<file path="config.mk">
export PLATFORM = sky130hd
export DESIGN_NAME = opsum_pass_sequencer
export DESIGN_NICKNAME = d
export VERILOG_FILES = /design/src/rtl/opsum_pass_sequencer.sv
export SDC_FILE = /design/constraint.sdc
export NUM_CORES = 1
export LEC_CHECK = 0
export ABC_AREA = 1
export CAP_MARGIN = 10
export CORE_MARGIN = 3
export CORE_UTILIZATION = 34
export CTS_CLUSTER_DIAMETER = 50
export DETAILED_ROUTE_END_ITERATION = 10
export PLACE_DENSITY = 0.54
export SLEW_MARGIN = 20
export SYNTH_ARGS = -nofsm -noshare
export SYNTH_HDL_FRONTEND = slang
export SYNTH_SLANG_ARGS = --single-unit
</file>
<file path="constraint.sdc">
create_clock -name clk -period 3.6 [get_ports clk]
set_input_delay 0.54 -clock clk [delete_from_list [all_inputs] [get_ports clk]]
set_output_delay 0.54 -clock clk [all_outputs]
set_load 0.02 [all_outputs]
</file>
<file path="src/rtl/opsum_pass_sequencer.sv">
// Walks the (channel_base, row_base) tile origin over the whole ofmap and issues one opsum controller start per pass.
// Latency: start -> first ctrl_start in 2 cycles; ctrl_done -> next ctrl_start in 2 cycles; last ctrl_done -> done in 2 cycles.
// Backpressure: each pass holds in WAIT until ctrl_done; start is ignored while busy, ctrl_done is ignored outside WAIT.
module opsum_pass_sequencer #(
    parameter int E_WIDTH    = 6,
    parameter int m_WIDTH    = 10,
    parameter int e_WIDTH    = 8,
    parameter int p_WIDTH    = 5,
    parameter int t_WIDTH    = 3,
    parameter int PASS_WIDTH = 16
) (
    input  logic                  clk,
    input  logic                  reset,
    input  logic                  start,
    input  logic [E_WIDTH-1:0]    E,
    input  logic [m_WIDTH-1:0]    M,
    input  logic [e_WIDTH-1:0]    e,
    input  logic [p_WIDTH-1:0]    p,
    input  logic [t_WIDTH-1:0]    t,
    output logic                  ctrl_start,
    input  logic                  ctrl_done,
    output logic [m_WIDTH-1:0]    channel_base,
    output logic [E_WIDTH-1:0]    row_base,
    output logic [PASS_WIDTH-1:0] pass_idx,
    output logic                  busy,
    output logic                  done,
    output logic                  cfg_err
);

    // Sums carry one spare bit so the end-of-range compare never sees a wrapped value.
    localparam int PT_W = p_WIDTH + t_WIDTH;
    localparam int CH_W = ((m_WIDTH > PT_W) ? m_WIDTH : PT_W) + 1;
    localparam int RW_W = ((E_WIDTH > e_WIDTH) ? E_WIDTH : e_WIDTH) + 1;

    typedef enum logic [2:0] {
        IDLE    = 3'd0,
        CHECK   = 3'd1,
        LAUNCH  = 3'd2,
        WAIT    = 3'd3,
        ADVANCE = 3'd4,
        FINISH  = 3'd5
    } state_t;

    state_t state;
    state_t state_nxt;

    logic [E_WIDTH-1:0] e_total;
    logic [m_WIDTH-1:0] m_total;
    logic [e_WIDTH-1:0] e_step;
    logic [p_WIDTH-1:0] p_lat;
    logic [t_WIDTH-1:0] t_lat;

    logic [PT_W-1:0] pt_prod;
    logic [CH_W-1:0] ch_step;
    logic [RW_W-1:0] next_row;
    logic [CH_W-1:0] next_ch;
    logic            cfg_bad;
    logic            row_fits;
    logic            ch_fits;

    // Step sizes and next tile origins derived from the latched layer config.
    always_comb begin
        pt_prod  = PT_W'(p_lat) * PT_W'(t_lat);
        ch_step  = CH_W'(pt_prod);
        next_row = RW_W'(row_base) + RW_W'(e_step);
        next_ch  = CH_W'(channel_base) + ch_step;
        row_fits = (next_row < RW_W'(e_total));
        ch_fits  = (next_ch < CH_W'(m_total));
        cfg_bad  = (e_total == '0) || (m_total == '0) || (e_step == '0) || (ch_step == '0);
    end

    // State register.
    always_ff @(posedge clk or posedge reset) begin
        if (reset) begin
            state <= IDLE;
        end else begin
            state <= state_nxt;
        end
    end

    // Next-state decode; rows are the inner loop, channels the outer loop.
    always_comb begin
        state_nxt = state;
        case (state)
            IDLE:    if (start) state_nxt = CHECK;
            CHECK:   state_nxt = cfg_bad ? FINISH : LAUNCH;
            LAUNCH:  state_nxt = WAIT;
            WAIT:    if (ctrl_done) state_nxt = ADVANCE;
            ADVANCE: state_nxt = (!row_fits && !ch_fits) ? FINISH : LAUNCH;
            FINISH:  state_nxt = IDLE;
            default: state_nxt = IDLE;
        endcase
    end

    // Config latch, tile origin walk, pass counter and sticky config error.
    always_ff @(posedge clk or posedge reset) begin
        if (reset) begin
            e_total      <= '0;
            m_total      <= '0;
            e_step       <= '0;
            p_lat        <= '0;
            t_lat        <= '0;
            channel_base <= '0;
            row_base     <= '0;
            pass_idx     <= '0;
            cfg_err      <= 1'b0;
        end else begin
            case (state)
                IDLE: begin
                    if (start) begin
                        e_total      <= E;
                        m_total      <= M;
                        e_step       <= e;
                        p_lat        <= p;
                        t_lat        <= t;
                        channel_base <= '0;
                        row_base     <= '0;
                        pass_idx     <= '0;
                        cfg_err      <= 1'b0;
                    end
                end
                CHECK: begin
                    if (cfg_bad) cfg_err <= 1'b1;
                end
                ADVANCE: begin
                    // On the final pass both origins keep their last values.
                    if (row_fits || ch_fits) begin
                        if (row_fits) begin
                            row_base <= next_row[E_WIDTH-1:0];
                        end else begin
                            row_base     <= '0;
                            channel_base <= next_ch[m_WIDTH-1:0];
                        end
                        if (pass_idx != '1) pass_idx <= pass_idx + PASS_WIDTH'(1);
                    end
                end
                default: ;
            endcase
        end
    end

    // Outputs decoded purely from the registered state.
    assign ctrl_start = (state == LAUNCH);
    assign done       = (state == FINISH);
    assign busy       = (state != IDLE);

endmodule

</file>
Word-level counts from Yosys, hierarchy flattened --
Cells that the tools add are included.
Storage, ports and cells: output and inout bits 36, bits in registers 68, input port bits 36
Cells by class: reductions and logical operators 21, $mul 1, magnitude comparators 2, muxes and demuxes 20, equal/unequal tests 12, $add $sub $neg 3
Operator list (count):
- $mux W16 | 3
- $pmux W16 S2 | 1
- $mux W10 | 3
- $pmux W10 S2 | 1
- $mux W6 | 3
- $add A16 B1 Y16 const B | 1
- $logic_not A8 Y1 | 2
- $ne A16 B16 Y1 const B | 1
- $pmux W3 S5 | 1
- $mux W3 | 4
- $ne A2 B2 Y1 const B | 6
- $pmux W6 S2 | 1
- $add A10 B8 Y11 | 1
- $lt A11 B10 Y1 | 1
- $logic_not A10 Y1 | 1
- $add A6 B8 Y9 | 1
- $lt A9 B6 Y1 | 1
- $mul A5 B3 Y8 | 1
- $reduce_and A4 Y1 | 2
- $eq A3 B2 Y1 const B | 2
- $eq A3 B3 Y1 const B | 2
- $logic_not A6 Y1 | 1
- $reduce_and A3 Y1 | 2
- $logic_or A1 B1 Y1 | 4
- 9 further kinds | 13

Depth between registers and ports, before layout --
Gate-level depths: netlist (run 1).
depth in word-level cells 7, gate-level depth with buffers 33, gate-level depth less buffers 32

Least setup slack after synthesis (run 1) --
OpenSTA, ideal clock, no wires.
path kind register -> register, start register t_lat[2], end register channel_base[8], path slack -390 ps, setup time 118 ps, arrival 3872 ps, required time 3482 ps, clock period less this slack 3990 ps, buffers on the path 1, stages on the path, launching flop included 29, cells stage by stage dfrtp_1 -> nand2_1 -> fa_1 -> inv_1 -> ha_1 -> inv_1 -> fa_1 -> xnor2_1 -> ha_1 -> nand2_1 -> nor2_1 -> nand2_1 -> nand3_1 -> xor2_1 -> inv_1 -> ha_1 -> nand2_1 -> inv_1 -> a21oi_1 -> nand2_1 -> nand2_1 -> nand2_1 -> nand2_1 -> nand2_1 -> nand3_2 -> buf_4 -> nand3_2 -> nand2_1 -> nand2_1
On the way: word-level cells in the longest chain between the ends 6, elaborated cells on any way between the ends 9, classes of those cells add/sub: 1; mul: 1; order compare: 1; eq/ne: 1; mux: 3; reduce/logical: 2
Ends and longest elaborated chain:
- start: declaration | RTL line 51 | logic [t_WIDTH-1:0] t_lat;
- start signal: assignment | RTL line 115 | t_lat <= t;
- $mul A5 B3 Y8 * | RTL line 63 | pt_prod = PT_W'(p_lat) * PT_W'(t_lat);
- $add A10 B8 Y11 * | RTL line 66 | next_ch = CH_W'(channel_base) + ch_step;
- $lt A11 B10 Y1 | RTL line 68 | ch_fits = (next_ch < CH_W'(m_total));
- $logic_or A1 B1 Y1 | RTL line 127 | if (row_fits || ch_fits) begin
- $ne A2 B2 Y1 (no source line)
- $reduce_and A4 Y1 (no source line)
- end signal: assignment | RTL line 132 | channel_base <= next_ch[m_WIDTH-1:0];
- end: declaration | RTL line 22 | output logic [m_WIDTH-1:0] channel_base,
Every way passes the cells marked *; elsewhere a longest branch is shown, timed or not. The select of a mux whose other input is x is not followed. A chain may end at the register's enable or synchronous reset.

Final worst setup path (run 1) --
start register t_lat[0], end register pass_idx[2]
On the way: word-level cells in the longest chain between the ends 6
Ends and longest elaborated chain:
- $mul A5 B3 Y8 | RTL line 63
- $add A10 B8 Y11 | RTL line 66
- $lt A11 B10 Y1 | RTL line 68
- $logic_or A1 B1 Y1 | RTL line 127
- $ne A2 B2 Y1 (no source line)
- $reduce_and A4 Y1 (no source line)
- end signal: assignment | RTL line 134 | if (pass_idx != '1) pass_idx <= pass_idx + PASS_WIDTH'(1);
- end: declaration | RTL line 24 | output logic [PASS_WIDTH-1:0] pass_idx,
Every way passes these cells.

==> results of run 1 <==
timing repair:
action                     CTS  global route
pin swaps                   37            34
setup endpoints to repair   35            35
hold buffers                 0             0
cloned                       3             0
resized for setup           53            74
setup buffers                8             5
flip-flops by register name (all words and copies together), names as in the netlist:
name and cells:
e_step 8, p_lat 5, e_total 6, channel_base 10, row_base 6, pass_idx 16, m_total 10, cfg_err 1
t_lat 3, state 3
cells by family (layout without fill, tap and decap cells):
logic type,after synthesis,count (layout),share of synthesized area
simple gates,337,339,0.302
mux,14,14,0.0330
xor+xnor,13,13,0.0239
buf+inv,123,241,0.101
flops,68,68,0.356
fa+ha+maj,42,42,0.120
compound gates,56,56,0.0637
placed cells by master, fill, tap and decap left out, types with 6 or more instances in the layout:
cell type        synthesis  routed
nand2_1                183     138
mux2_2                  14      14
clkdlybuf4s50_1          0      71
o21ai_0                  6       6
nand2_2                  1      40
dfrtp_1                 68      67
nor2_1                  67      62
nand4_1                 19      19
inv_2                    4      17
ha_1                    36      24
nand3_1                 44      25
inv_1                  104      90
buf_4                    2      37
nand3_2                  2      18
clkbuf_16                0       9
ha_4                     0      12
nor3_1                  12      12
a21oi_1                 37      32
stage by stage:
step	cells	cell area (um2)	util	power, W	hold WS (ns)
finish	949	6910	0.512	0.00634	0.490
global route	949	6910	0.512	0.00696	0.521
CTS	946	6600	0.489	0.00565	0.499
detailed placement	919	5970	0.442	0.00438	0.482
global placement	919	5970	0.442	0.00433	0.474
floorplan	653	4840	-	0.00332	0.489
routing by layer:
metal | routed length (um) | track usage | vias to the layer above
li1 | - | - | 2310
met1 | 6200 | 0.242 | 2182
met2 | 6450 | 0.276 | 105
met3 | 643 | 0.0339 | 17
met4 | 249 | 0.0542 | 0
met5 | 0 | 0 | -
worst max path at each step:
stage | slack (ns) | to | from
after floorplan | -0.31 | channel_base[8] | t_lat[2]
after global placement | -0.69 | pass_idx[14] | t_lat[1]
after detailed placement | -0.82 | pass_idx[2] | t_lat[2]
after CTS | -0.63 | channel_base[4] | t_lat[2]
after global routing | -0.93 | channel_base[9] | p_lat[2]
final | -0.67 | pass_idx[2] | t_lat[0]
area by class of cell:
type                    instances  area, um2  share of cell area
multi-input cells             464       3190               0.461
flip-flops and latches         68       1700               0.246
repair buffers                117       1120               0.163
inverters                     108        408              0.0590
clock buffers                  11        243              0.0351
well taps                     176        220              0.0319
clock inverters                 5       27.5             0.00398
where the power goes:
part / switching, W / leakage [nW] / internal [W] / total, W
Sequential: 0.000175 / 0.854 / 0.000988 / 0.00116
Clock: 0.000343 / 0.135 / 0.000480 / 0.000823
Combinational: 0.00241 / 2.47 / 0.00195 / 0.00436
tightest hold or removal path: cells and delay by family (launching register included):
family           cells  cell delay [ns]
AND/OR/NAND/NOR      2             0.11
flip-flops           1             0.35
==> flow_metrics.tcl, run 1 <==
set metrics [dict create \
    path_clk_slew_ns 0.06 \
    ys_types 35 \
    path_depth 32 \
    place.gp.congestion 0.879 \
    fmax_mhz 234 \
    drt_iter0_drc 183 \
    post-route-min-period_ns 4.27 \
    antenna_cells 0 \
    r2r_start "t_lat[0]" \
    crit_path_end_kind "flip-flop" \
    dieArea_um2 15500 \
    setup_viol 35 \
    worstPathArrival_ns 4.50 \
    port_buffers 71 \
    num_rows 42 \
    worst_r2r_endpoint "pass_idx[2]" \
    cp_max_fo 8 \
    vias 4614 \
    grt-ovfl-total 0 \
    holdPathStages 2 \
    ff2ff_path_depth 32 \
    core_um2 13500 \
    hold_viol 0 \
    synth_nets 731 \
    synth_warnings 0 \
    required_ns 3.83 \
    start_util 0.353 \
    root_buffer "clkbuf_16" \
    via_per_inst 4.86 \
    max-clock-path-buffers 2 \
    critPathLaunchType "flip-flop" \
    r2r_slack_ns -0.67 \
    whs_endpoint "cfg_err" \
    synth-edff-count 0 \
    power.density_nw_per_um2 918 \
    drcViolationCount 0 \
    layout.nets 846 \
    n_fill_cell 1286 \
    htree_levels 3 \
    first_pass_iters 4 \
    slowest_stage "fa_1" \
    slew_violations 0 \
    period_share 1.19 \
    cts.sinks 68 \
    syn_area_um2 4770 \
    clock_latency_ns 0.34 \
    tns_ns -21.69 \
    synth_top_area_cell "dfrtp_1" \
    fin_ws_ns -0.671 \
    worst_hold_path_type "flip-flop to flip-flop" \
    worst_pin_slew_ns 0.805 \
    drt-wirelength-per-cell_um 14.3 \
    fp.dieH_um 124 \
    slew_headroom 0.462 \
    seq_area_frac_synth 0.356 \
    holdCritStartpoint "cfg_err" \
    worst_clock_skew_ns 0.00904 \
    crit_family "adder cells" \
    numCtsBuffers 9 \
    syn_to_final_growth_pct 44.8 \
    synth_seq_cells 68 \
    ir_drop_mv 0.360 \
    die-width_um 124 \
    antenna_left 0 \
    grt_start_max_net_pins 51 \
    place_ws_ns -0.822 \
    syn_area_per_cell_um2 7.31 \
    p_leak_nw 3.46 \
    max_stage_delay_ns 0.49 \
    grt_pass1_vias 4685 \
    syn_inst 653 \
    grt_util_all_layers 0.175 \
    synth-main-ff-cell "dfrtp_1" \
    maxCapViolCount 0 \
    boundaryPins 72 \
    grt_antenna_before_repair 0 \
    synthTopCellsByArea "dfrtp_1 (36%), nand2_1 (14%), ha_1 (9.4%), inv_1 (8.2%), nor2_1 (5.3%)" \
    cts_tree "built" \
    synth_common_cells "nand2_1 (183), inv_1 (104), dfrtp_1 (68), nor2_1 (67), nand3_1 (44)" \
    rsz0062_at_grt "yes" \
    grt_pass1_wl_mm 22.4 \
    worst-path-buf-inv 10 \
    failed_checks "negative setup slack" \
    synth-async-reset-ratio 1.00 \
    hpwl_mm 9.63 \
    synth.top_cell.area_share 0.356 \
    yosysMostFrequentCell "nand2_1" \
    worst-setup-path-type "flip-flop to flip-flop" \
    final_layout_size_suffix_gt1_frac 0.259 \
    drt-total-wl_mm 13.5 \
    status "finished, violations left" \
]
No activity file was read; power rests on OpenSTA's default activity.
==> run 2: changes to the inputs <==
CORE_MARGIN = 2   (was 3)
==> run 2 against run 1 <==
Against the previous run:
- the run still ends with negative setup slack left
- global-route usage up 0.36 points
- die area down 3.2%
- critical path depth down 3
- count of clock-buffer cells in the layout down 1
- largest cell class unchanged
==> flow_metrics.tcl, run 2 (synthesized netlist as in run 1, its figures left out) <==
set metrics [dict create \
    p_clk_frac 0.140 \
    antenna_cells 0 \
    reg_top3 "pass_idx x16, channel_base x10, m_total x10" \
    maxCapViolCount 0 \
    root_buffer "clkbuf_16" \
    worstPathArrival_ns 4.36 \
    required_ns 3.83 \
    hold_viol 0 \
    core_um2 13800 \
    p_int_w 0.00350 \
    worst-setup-path-type "flip-flop to flip-flop" \
    ir_drop_mv 0.411 \
    largest-register "pass_idx" \
    grt_antenna_before_repair 0 \
    worst_pin_slew_ns 0.859 \
    holdPathStages 2 \
    port_buffers 71 \
    via_per_inst 4.78 \
    drt-total-wl_mm 12.7 \
    setup_viol 35 \
    fmax_mhz 242 \
    p_comb_frac 0.676 \
    place.gp.congestion 0.906 \
    numCtsBuffers 9 \
    layout_commonest_cell "nand2_1" \
    place_ws_ns -0.778 \
    final_layout_size_suffix_gt1_frac 0.243 \
    slew_headroom 0.427 \
    critPathLaunchType "flip-flop" \
    rsz0062_at_grt "yes" \
    antenna_left 0 \
    drt-wirelength-per-cell_um 13.3 \
    ff2ff_path_depth 29 \
    largest_reg_flops 16 \
    p_leak_nw 3.47 \
    grt-ovfl-total 0 \
    crit_path_end_kind "flip-flop" \
    drt_iter0_drc 196 \
    die-width_um 122 \
    htree_levels 3 \
    worst_hold_path_type "flip-flop to flip-flop" \
    post-route-min-period_ns 4.13 \
    first_pass_iters 5 \
    grt_start_max_net_pins 51 \
    boundaryPins 72 \
    num_rows 43 \
    cp_max_fo 7 \
    worst_clock_skew_ns 0.00813 \
    crit_path_frequent_cell "nand2_2" \
    fin_ws_ns -0.525 \
    seqPwrFrac 0.184 \
    vias 4571 \
    power.switching_w 0.00280 \
    start_util 0.347 \
    grt_pass1_wl_mm 21.3 \
    seqCellArea_um2 1700 \
    fp.dieH_um 122 \
    path_clk_slew_ns 0.06 \
    slew_violations 0 \
    clock_latency_ns 0.34 \
    failed_checks "negative setup slack" \
    power.density_nw_per_um2 923 \
    swShare 0.444 \
    drcViolationCount 0 \
    grt_pass1_vias 4553 \
    fin_hold_ws_ns 0.488 \
    syn_to_final_growth_pct 42.9 \
    layout_common_cells "nand2_1 (152), inv_1 (88), clkdlybuf4s50_1 (71)" \
    max_stage_delay_ns 0.44 \
    grt_util_all_layers 0.178 \
    n_fill_cell 1349 \
    layout.nets 850 \
    hpwl_mm 9.15 \
    period_share 1.15 \
    multi_input_area_um2 3070 \
    slowest_stage "fa_1" \
    status "finished, violations left" \
    cts.sinks 68 \
    cts_tree "built" \
    dieArea_um2 15000 \
    max-clock-path-buffers 2 \
]
-- run 2: changes by cell type in the layout (fill, tap and decap cells not counted), sizes merged --
cell and change:
clkbuf -1, inv +1, clkinv -2, bufinv +1
nand2 -1, buf +5, clkinvlp +1
-- run 2: power groups by stage --
stage | Clock, W | Combinational, W | Sequential, W
after floorplan | 0 | 0.00216 | 0.00116
after global placement | 0 | 0.00320 | 0.00116
after detailed placement | 0 | 0.00324 | 0.00117
after CTS | 0.000907 | 0.00399 | 0.00115
after global routing | 0.000938 | 0.00474 | 0.00119
final | 0.000884 | 0.00425 | 0.00116
-- run 2: timing repair --
action	CTS	global route
cloned	1	0
buffers inserted	14	4
gates resized for setup	55	49
pin swaps	49	28
hold buffers	0	0
setup endpoints to repair	35	35
-- run 2: through the flow --
stage | total power (W) | util | std cells | area (um2) | TNS, ns
after floorplan | 0.00332 | - | 653 | 4840 | -8.86
after global placement | 0.00436 | 0.431 | 922 | 5940 | -26.57
after detailed placement | 0.00441 | 0.431 | 922 | 5940 | -26.04
after CTS | 0.00605 | 0.481 | 953 | 6620 | -17.42
after global routing | 0.00687 | 0.495 | 957 | 6820 | -26.77
final | 0.00630 | 0.495 | 957 | 6820 | -17.01
-- run 2: area by class of cell --
class	instances	area share
multi-input combinational	463	0.450
sequential	68	0.249
timing repair buffer	122	0.165
inverter	108	0.0594
clock buffer	10	0.0336
tap	180	0.0330
clock inverter	6	0.00935
-- run 2: worst paths after layout --
check	to	from	slack (ns)
min	cfg_err	cfg_err	0.49
max reg2reg	pass_idx[7]	t_lat[0]	-0.53
max	pass_idx[7]	t_lat[0]	-0.53
min in group asynchronous	pass_idx[0]	reset	0.70
max in group asynchronous	p_lat[0]	reset	2.12
min reg2reg	cfg_err	cfg_err	0.49
-- run 2: per-layer routing --
layer,global-route usage,up-vias,wire length [um]
li1,-,2309,-
met1,0.232,2141,6010
met2,0.292,96,6010
met3,0.0367,25,448
met4,0.0668,0,284
met5,0,-,0
-- run 2: critical path: cells and delay by family, from the launching register on --
family,cells,cell delay (ns)
adder cells (fa/ha/maj),4,1.41
AND/OR/NAND/NOR,16,1.16
buffers and inverters,8,0.82
flip-flops,1,0.40
XOR/XNOR,1,0.19
